`src/rtl/rgb_intensity_mixer.sv`:
```
// RGB intensity mixer: scales ADC colour codes by an intensity code with a bit-serial
// shift-add multiplier and drives three PWM outputs through period-aligned duty registers.
module rgb_intensity_mixer #(
    parameter int unsigned CW = 8,
    parameter int unsigned IW = 6
) (
    input  logic          clk,
    input  logic          reset,
    input  logic [CW-1:0] red_value,
    input  logic [CW-1:0] green_value,
    input  logic [CW-1:0] blue_value,
    input  logic [IW-1:0] intensity_value,
    input  logic          sample_valid,
    output logic          busy,
    output logic          overrun,
    output logic          update,
    output logic          pwm_red,
    output logic          pwm_green,
    output logic          pwm_blue
);
    localparam int unsigned PW = CW + IW + 1;
    localparam int unsigned BW = $clog2(IW + 1);
    localparam logic [BW-1:0] BitLast = BW'(IW);
    localparam logic [CW-1:0] CntMax = '1;

    typedef enum logic [1:0] {StIdle, StMul, StDone} state_e;

    state_e              state_q, state_d;
    logic [2:0][CW-1:0]  col_q, col_d;
    logic [IW-1:0]       int_q, int_d;
    logic [PW-1:0]       acc_q, acc_d;
    logic [1:0]          ch_q, ch_d;
    logic [BW-1:0]       bit_q, bit_d;
    logic [2:0][CW-1:0]  pend_q, pend_d;
    logic [2:0][CW-1:0]  act_q, act_d;
    logic                pv_q, pv_d;
    logic [CW-1:0]       cnt_q, cnt_d;
    logic [2:0]          pwm_q, pwm_d;
    logic                upd_q, upd_d;
    logic                ovr_q, ovr_d;

    logic [IW:0]         mult;
    logic [CW-1:0]       colour;
    logic [PW-1:0]       addend;
    logic [PW-1:0]       acc_sum;
    logic [CW-1:0]       scaled;
    logic                reload;

    // Datapath for one shift-add step of the current channel.
    always_comb begin
        mult = {1'b0, int_q} + {{IW{1'b0}}, 1'b1};
        case (ch_q)
            2'd1:    colour = col_q[1];
            2'd2:    colour = col_q[2];
            default: colour = col_q[0];
        endcase
        addend  = mult[bit_q] ? (PW'(colour) << bit_q) : '0;
        acc_sum = acc_q + addend;
        scaled  = (int_q == '0) ? '0 : CW'(acc_sum >> IW);
    end

    always_comb begin
        state_d = state_q;
        col_d   = col_q;
        int_d   = int_q;
        acc_d   = acc_q;
        ch_d    = ch_q;
        bit_d   = bit_q;
        pend_d  = pend_q;
        ovr_d   = ovr_q;

        unique case (state_q)
            StIdle: begin
                if (sample_valid) begin
                    col_d   = {blue_value, green_value, red_value};
                    int_d   = intensity_value;
                    acc_d   = '0;
                    ch_d    = 2'd0;
                    bit_d   = '0;
                    state_d = StMul;
                end
            end
            StMul: begin
                acc_d = acc_sum;
                bit_d = bit_q + BW'(1);
                if (bit_q == BitLast) begin
                    case (ch_q)
                        2'd1:    pend_d[1] = scaled;
                        2'd2:    pend_d[2] = scaled;
                        default: pend_d[0] = scaled;
                    endcase
                    if (ch_q == 2'd2) begin
                        state_d = StDone;
                    end else begin
                        ch_d  = ch_q + 2'd1;
                        bit_d = '0;
                        acc_d = '0;
                    end
                end
            end
            StDone: state_d = StIdle;
            default: state_d = StIdle;
        endcase

        if (sample_valid && (state_q != StIdle)) begin
            ovr_d = 1'b1;
        end
    end

    // Duties only move at the wrap edge so every PWM period is built from one duty set.
    always_comb begin
        cnt_d  = cnt_q + CW'(1);
        reload = (cnt_q == CntMax) && pv_q;
        act_d  = reload ? pend_q : act_q;
        pv_d   = reload ? 1'b0 : pv_q;
        if (state_q == StDone) begin
            pv_d = 1'b1;
        end
        upd_d = reload;
        for (int i = 0; i < 3; i++) begin
            pwm_d[i] = (cnt_d < act_d[i]);
        end
    end

    always_ff @(posedge clk) begin
        if (reset) begin
            state_q <= StIdle;
            col_q   <= '0;
            int_q   <= '0;
            acc_q   <= '0;
            ch_q    <= '0;
            bit_q   <= '0;
            pend_q  <= '0;
            act_q   <= '0;
            pv_q    <= 1'b0;
            cnt_q   <= '0;
            pwm_q   <= '0;
            upd_q   <= 1'b0;
            ovr_q   <= 1'b0;
        end else begin
            state_q <= state_d;
            col_q   <= col_d;
            int_q   <= int_d;
            acc_q   <= acc_d;
            ch_q    <= ch_d;
            bit_q   <= bit_d;
            pend_q  <= pend_d;
            act_q   <= act_d;
            pv_q    <= pv_d;
            cnt_q   <= cnt_d;
            pwm_q   <= pwm_d;
            upd_q   <= upd_d;
            ovr_q   <= ovr_d;
        end
    end

    assign busy      = (state_q != StIdle);
    assign overrun   = ovr_q;
    assign update    = upd_q;
    assign pwm_red   = pwm_q[0];
    assign pwm_green = pwm_q[1];
    assign pwm_blue  = pwm_q[2];

endmodule

```
`config.mk`:
```
export PLATFORM = sky130hd
export DESIGN_NAME = rgb_intensity_mixer
export DESIGN_NICKNAME = d
export VERILOG_FILES = /design/src/rtl/rgb_intensity_mixer.sv
export SDC_FILE = /design/constraint.sdc
export NUM_CORES = 1
export LEC_CHECK = 0
export ABC_AREA = 0
export CORE_ASPECT_RATIO = 0.7
export CORE_UTILIZATION = 25
export DETAILED_ROUTE_END_ITERATION = 8
export HOLD_SLACK_MARGIN = 0.12
export PLACE_DENSITY_LB_ADDON = 0.25
export SETUP_SLACK_MARGIN = 0.5
export SLEW_MARGIN = 15
export SYNTH_ARGS = -nofsm -noshare
export SYNTH_HDL_FRONTEND = slang
export SYNTH_SLANG_ARGS = --single-unit
```
`constraint.sdc`:
```
create_clock -name clk -period 6.25 [get_ports clk]
set_input_delay 1.25 -clock clk [delete_from_list [all_inputs] [get_ports clk]]
set_output_delay 1.25 -clock clk [all_outputs]
set_load 0.01 [all_outputs]
```
==> metrics <==
status=finished, final reports clean; DIE HEIGHT=130.3 microns; endpoints failing setup=0; overall power=1.947 mW; Pins Over Slew Limit=0; fin crit share=65.62%; Die ar.=24160 sq um; die width=185.4 microns; CTS buffer count=17; Max Cap Viol=0; Syn. warnings=0; #FFs+latches synth=113; global router's overall resource usage=13.05%; internal cell power=1.468 mW; async set or reset register ratio after synthesis=0%; area share of the largest cell type after synthesis=38.45%; Worst-path clk slew=0.06 ns; Avg WL per Cell=14.35 microns; pin count of the biggest net entering global routing=65; worst hold path type=reg -> reg; initial DRC count=240; Pre-Repair DR Iteration Count=5; drt via density=4.775; first-pass GRT wire length=24510 microns; fin area=7124 sq um; leakage power=2.834 nW; Worst EP arrival=4.45 ns; antenna violations before repair=0; CTS resizes=0; GR Overflow Total=0; num ports=39; Post-Synthesis Cells=687; maximum buffer depth of the clock tree=2; distinct cell type count after synthesis=61; Mapped Area=5883 sq um; Nets=785; Root Buffer=clkbuf_16; fin util=31.18%; Post-CTS Setup Repair Bufs=0; Sequential Area=2262 sq um; Max VDD drop=0.1395 mV; Crit. End Element=register; EDFF count, synth=0; CTS H-tree lvls=4; CTS tree=yes; Mean Syn Cell Area=8.564 sq um; initial core utilization=25.75%; Post-Syn Nets=762; FMAX=243.8 MHz; vias in the first global route=4547; Switch Pwr=478.8 uW; Pwr per Cell Area=273.3 nW/um^2; post-DP HPWL=10750 microns; most numerous cell in the Yosys netlist=dfxtp_1; hold buffer count at cts=0; Placed Instance Area=6511 sq um; final hold vios=0; number of fillers in the final layout=2446; multi-input gate area in the final layout=3402 sq um; kind of critical path=reg -> reg; Clock Sinks=113; ANT cells=0; sw frac=24.59%; worst clock skew=0.008336 ns; Area Overhead vs Synth=21.10%; post-route ant nets=0; IO buf count=38; Max Fanout on Critical Path=13; Post-Route WL=14860 microns; Clk pwr share=51.1%; CP Launch Type=register; fin crit period=4.101 ns; Vias=4942; FP Rows=46; WP data required=6.60 ns; synth cell count leaders=dfxtp_1 (113), nand2_1 (91), nor2_1 (80); share of layout cells above drive strength 1=6.501%; setup_tns=0 ns; clk_lat worst skew=0.42 ns; Area contributors post-synth=dfxtp_1 (38%), ha_1 (8.7%), mux2i_1 (6.0%), nand2_1 (5.8%), nor2_1 (5.1%); Synth area leader=dfxtp_1; Slew HR=33.37%; core area=22850 sq um; combinational share of power=9.8%; GP Congestion=0.8128; RSZ-0062 raised after global routing=no; Seq/Total Area, Yosys=38.45%; worst-margin pin slew=0.9970 ns; sequential power share=39.1%; Most used DFF post-synth=dfxtp_1; DR DRC count=0
## per-stage QoR
step | hold WS [ns] | std cells | setup slack, ns
after detailed placement | 0.4444 | 1003 | 2.233
after global placement | 0.4387 | 1003 | 2.241
after CTS | 0.4524 | 1035 | 2.202
after floorplan | 0.4332 | 687 | 2.906
final | 0.4506 | 1035 | 2.149
after global routing | 0.4709 | 1035 | 1.700
## area by class of cell
type	count	share of cell area, %
clock buffer	19	6.358
clock inverter	13	2.248
inverter	17	0.8957
multi-input combinational	521	47.75
sequential	113	31.75
tap	312	5.479
timing repair buffer	40	5.515
## metal layers
metal,routed length (microns),vias to the layer above,GRT usage [%]
met5,0,-,0
met4,174,0,3.938
met3,464,15,3.070
met2,5871,80,17.40
met1,8347,2329,20.04
li1,-,2518,-
## critical path, cell delays in order (launching register included)
cell,delay (ns)
dfxtp_1,0.35
inv_1,0.06
ha_1,0.56
inv_1,0.24
o21ai_0,0.37
mux2i_1,0.17
mux2i_1,0.28
o22ai_1,0.14
ha_1,0.40
a2111oi_0,0.38
o21ai_0,0.25
a41oi_1,0.29
xnor2_1,0.25
nand4_1,0.15
a21oi_1,0.15
## layout by cell type (no fill, tap or decap), types with 6 or more instances in the layout
master	instances
dfxtp_1	113
nand2_1	91
nor2_1	80
a21oi_1	55
ha_1	41
clkdlybuf4s50_1	37
mux2i_1	35
o21ai_0	24
inv_1	17
clkbuf_16	17
nor2b_1	16
nand3_1	15
nand4_1	14
nand3b_1	12
xnor2_1	10
a22oi_1	10
o211ai_1	7
xor2_1	6
a221o_1	6
a21o_1	6
o21a_1	6
## state kept, by name, summed over array words and instances (netlist names)
register,cells
acc_q,14
act_q,24
bit_q,3
ch_q,2
cnt_q,8
col_q,24
int_q,6
overrun,1
pend_q,24
pv_q,1
pwm_q,3
state_q,2
update,1
## power by group through the flow
stage / Combinational [mW] / Clock [mW] / Sequential, mW
2_1_floorplan: 0.131 / 0 / 0.768
3_3_place_gp: 0.192 / 0 / 0.777
3_5_place_dp: 0.191 / 0 / 0.776
6_report: 0.191 / 0.995 / 0.761
4_1_cts: 0.192 / 1.02 / 0.761
5_1_grt: 0.213 / 1.05 / 0.765
## final timing paths
kind	startpoint	end	slack, ns	cells after the start
max	ch_q[0]	pend_q[20]	2.15	14
min	col_q[1]	col_q[1]	0.45	2
max reg2reg	ch_q[0]	pend_q[20]	2.15	14
min reg2reg	col_q[1]	col_q[1]	0.45	2
## kinds of logic after synthesis
kind of cell,share of synthesized area (%)
compound gates,19.03
buf+inv,3.786
mux,6.593
xor+xnor,2.658
simple gates,20.42
fa+ha+maj,9.060
flops,38.45
(Power assumes the default switching activity.)
==> RTL edit 1 (same settings) <==
Set the parameter `IW` to 7 (it was 6).
--- a/src/rtl/rgb_intensity_mixer.sv
+++ b/src/rtl/rgb_intensity_mixer.sv
@@ -4,3 +4,3 @@
     parameter int unsigned CW = 8,
-    parameter int unsigned IW = 6
+    parameter int unsigned IW = 7
 ) (
Interface: changed (resized intensity_value); port bits go from 39 to 40. The function was not compared with the original's and may differ.
==> RTL edit 1 against the original RTL <==
Utilization shrank 0.41 points; die area grew 2.1%; cell area grew 2.1%; via count shrank 0.83%; area after synthesis grew 2.2%; largest cell class unchanged; total power grew 0.46%; highest routed layer unchanged; sequential cell count grew 2; wire length grew 2.9%; worst setup slack gained 0.11 ns.
==> RTL edit 1: results (changes against the original RTL) <==
signal_buffers: 43  # was 40
syn_avg_cell_area_sq_um: 8.60  # was 8.56 sq um
wl_met1_mm: 8.81  # was 8.35 mm
drive_gt1_share_pct: 8.40  # was 6.50%
buffer_area_share_pct: 5.75  # was 5.51%
timing.rr.end: "pend_q[0]"  # was pend_q[20]
worstPathArrival_ns: 4.27  # was 4.45 ns
worstPathMaxFanout: 12  # was 13
synthAdderAreaFrac_pct: 9.08  # was 9.06%
grt_pass1_vias: 4695  # was 4,547
regToRegSetupSlack_ns: 2.26  # was 2.15 ns
seq_share_pct: 31.7  # was 31.8%
dp.final_hpwl_mm: 11.4  # was 10.7 mm
inv_count: 15  # was 17
slowest_stage: "nor4b_1"  # was ha_1
peakVddDrop_mv: 0.150  # was 0.139 mV
grt_pass1_wl_mm: 25.4  # was 24.5 mm
synth_cell_types: 69  # was 61
grtUsageTotal_pct: 13.2  # was 13.0%
dp_cells: 1024  # was 1,003
status: "finished clean"  # unchanged
switchingPower_mw: 0.483  # was 0.479 mW
clkbuf_count: 20  # was 19
avgRoutedWirePerCell_um: 14.5  # was 14.4 um
muxShareOfSynthArea_pct: 7.12  # was 6.59%
whs_ns: 0.458  # was 0.451 ns
synth_async_sr_flop_share_pct: 0  # unchanged
gr-usage-met1_pct: 20.5  # was 20.0%
clk_latency_ns: 0.41
synth-compound-area-share_pct: 20.4  # was 19.0%
synthesis.nets: 776  # was 762
period_needed_ns: 3.99  # was 4.10 ns
dp_slack_ns: 2.23  # about the same
synth_top_cells_by_count: "dfxtp_1, nand2_1, nor2_1"  # unchanged
sequential_cell_total: 115  # was 113
post-route-util_pct: 30.8  # was 31.2%
fillers: 2555  # was 2,446
maxSlewHeadroom_pct: 24.7  # was 33.4%
wl_met3_um: 574  # was 464 um
min_to: "pend_q[19]"  # was col_q[1]
multi_input_area_sq_um: 3500  # was 3400 sq um
yosysSeqAreaShare_pct: 38.3  # was 38.5%
multi_input_cells: 533  # was 521
yosys-top-cells-area: "dfxtp_1, ha_1, mux2i_1, nand2_1, nor2_1"  # unchanged
vias: 4901  # was 4,942
io_buffers: 39  # was 38
p_leak_nw: 2.66  # was 2.83 nW
fin_worst_skew_ns: 0.00735  # was 0.00834 ns
clock_area_share_pct: 8.27  # was 8.61%
met2_usage_pct: 16.7  # was 17.4%
first_iter_violations: 234  # was 240
max_stage_delay_ns: 0.51  # was 0.56 ns
grt_max_degree: 62  # was 65
RTL edit 1: changes by cell type after synthesis, sizes merged, moves of 8 or more:
cell / delta
and2: +9
buf: +9
nand3: +13
clkbuf: -9
nand3b: -11
o21ai: +17
nor2b: -8
nand4: -10
RTL edit 1: power by group through the flow:
stage / logic [mW] / clock network, mW / registers [mW]
5_1_grt: 0.214 / 1.05 / 0.778
3_3_place_gp: 0.193 / 0 / 0.791
6_report: 0.191 / 0.990 / 0.775
4_1_cts: 0.192 / 1.01 / 0.774
2_1_floorplan: 0.133 / 0 / 0.781
3_5_place_dp: 0.191 / 0 / 0.790
RTL edit 1: critical path: cells and delay by family (launching register included):
kind            cells  cell delay, ns
mux                 1            0.32
fa+ha+maj           2            0.79
flops               1            0.34
compound gates      6            1.30
simple gates        1            0.51
xor+xnor            1            0.29
buf+inv             2            0.31
==> RTL edit 2 (same settings) <==
Made on the original files. Re-encode `state_e` (3 states) as one-hot, 3 bits wide.
--- a/src/rtl/rgb_intensity_mixer.sv
+++ b/src/rtl/rgb_intensity_mixer.sv
@@ -25,3 +25,3 @@
 
-    typedef enum logic [1:0] {StIdle, StMul, StDone} state_e;
+    typedef enum logic [2:0] {StIdle = 3'b001, StMul = 3'b010, StDone = 3'b100} state_e;
 
Function: no difference found for any inputs over 10 cycles, from zero or initial values and one cycle with reset high; not proved beyond that.
==> RTL edit 2 against the original RTL <==
Worst setup slack got worse by 0.090 ns; cell area decreased by 1.7%; hold slack gained 0.0055 ns; sequential cell count increased by 1; combinational power fell by 17%; clock power down 8.2%; wire length rose by 0.95%; via count is 5.4% lower; critical endpoint is now pend_q[22]; largest power group unchanged; total power down 5.8%; area after synthesis shrank 1.3%.
==> RTL edit 2: results (changes against the original RTL) <==
whs_ns: 0.456  # was 0.451 ns
met2_usage_pct: 17.4  # about the same
avgRoutedWirePerCell_um: 14.9  # was 14.4 um
seqCellArea_sq_um: 2280  # was 2260 sq um
signal_buffers: 42  # was 40
switchingPower_mw: 0.443  # was 0.479 mW
multi_input_area_sq_um: 3340  # was 3400 sq um
first_iter_violations: 297  # was 240
gr-usage-met1_pct: 21.0  # was 20.0%
place_congestion: 0.851  # was 0.813
grtUsageTotal_pct: 13.3  # was 13.0%
dp.final_hpwl_mm: 10.9  # was 10.7 mm
buffer_area_share_pct: 5.82  # was 5.51%
power_frac_seq_pct: 41.6  # was 39.1%
design_area_sq_um: 7010  # was 7120 sq um
syn_inst: 655  # was 687
grtUsageMet3_pct: 3.18  # was 3.07%
worstPathMaxFanout: 9  # was 13
fillers: 2399  # was 2,446
final_cells: 1007  # was 1,035
pwr_density_cell_nw_per_um2: 262  # was 273 nW/um^2
numCtsBuffers: 17  # unchanged
slowest_stage: "a211oi_1"  # was ha_1
wl_met1_mm: 8.67  # was 8.35 mm
peakVddDrop_mv: 0.153  # was 0.139 mV
status: "finished clean"  # unchanged
synth_flop_cell: "dfxtp_1"  # unchanged
clock_area_share_pct: 7.93  # was 8.61%
grt_max_degree: 66  # was 65
worstPathArrival_ns: 4.54  # was 4.45 ns
wl_met3_um: 666  # was 464 um
clkbuf_count: 22  # was 19
wl_met2_mm: 5.56  # was 5.87 mm
synth_top_cells_by_count: "dfxtp_1, nand2_1, nor2_1"  # unchanged
synthesis.nets: 730  # was 762
synth_cell_types: 67  # was 61
fin_worst_skew_ns: 0.0177  # was 0.00834 ns
grt_pass1_wl_mm: 24.3  # was 24.5 mm
combinationalPower_mw: 0.158  # was 0.191 mW
yosysSeqAreaShare_pct: 39.3  # was 38.5%
drive_gt1_share_pct: 8.35  # was 6.50%
vias: 4676  # was 4,942
p_leak_nw: 2.83  # about the same
max_stage_delay_ns: 0.48  # was 0.56 ns
tightest_slew_ns: 1.03  # was 0.997 ns
multi_input_cells: 500  # was 521
nNetsFinal: 759  # was 785
placed_area_sq_um: 6450  # was 6510 sq um
inv_count: 9  # was 17
max_freq_mhz: 239  # was 244 MHz
path_delay_family: "compound AO/OA/AOI/OAI gates"  # unchanged
==> RTL edit 2: changes by cell type in the layout (fill, tap and decap cells not counted), sizes merged, moves of 6 or more <==
cell    before  now
a22o         2   18
inv         18    8
nand3b      12    4
nand4       15    5
nor2b       16   10
nor3         3   10
==> RTL edit 2: path summary, 6_finish.rpt <==
check / from / end / depth (start not counted)
min reg2reg: pend_q[7] / pend_q[7] / 2
max: ch_q[0] / pend_q[22] / 14
max reg2reg: ch_q[0] / pend_q[22] / 14
min: pend_q[7] / pend_q[7] / 2
==> RTL edit 2: cells by family (layout without fill, tap and decap cells) <==
| kind of cell | count (synthesis) | in the layout | share of synthesized area, % |
|---|---|---|---|
| flip-flops | 114 | 114 | 39.3 |
| AO/OA/AOI/OAI | 158 | 158 | 18.9 |
| AND/OR/NAND/NOR | 242 | 242 | 18.5 |
| XOR/XNOR | 17 | 17 | 2.56 |
| buffers and inverters | 41 | 81 | 3.30 |
| adder cells (fa/ha/maj) | 42 | 42 | 9.18 |
| multiplexers | 41 | 41 | 8.30 |
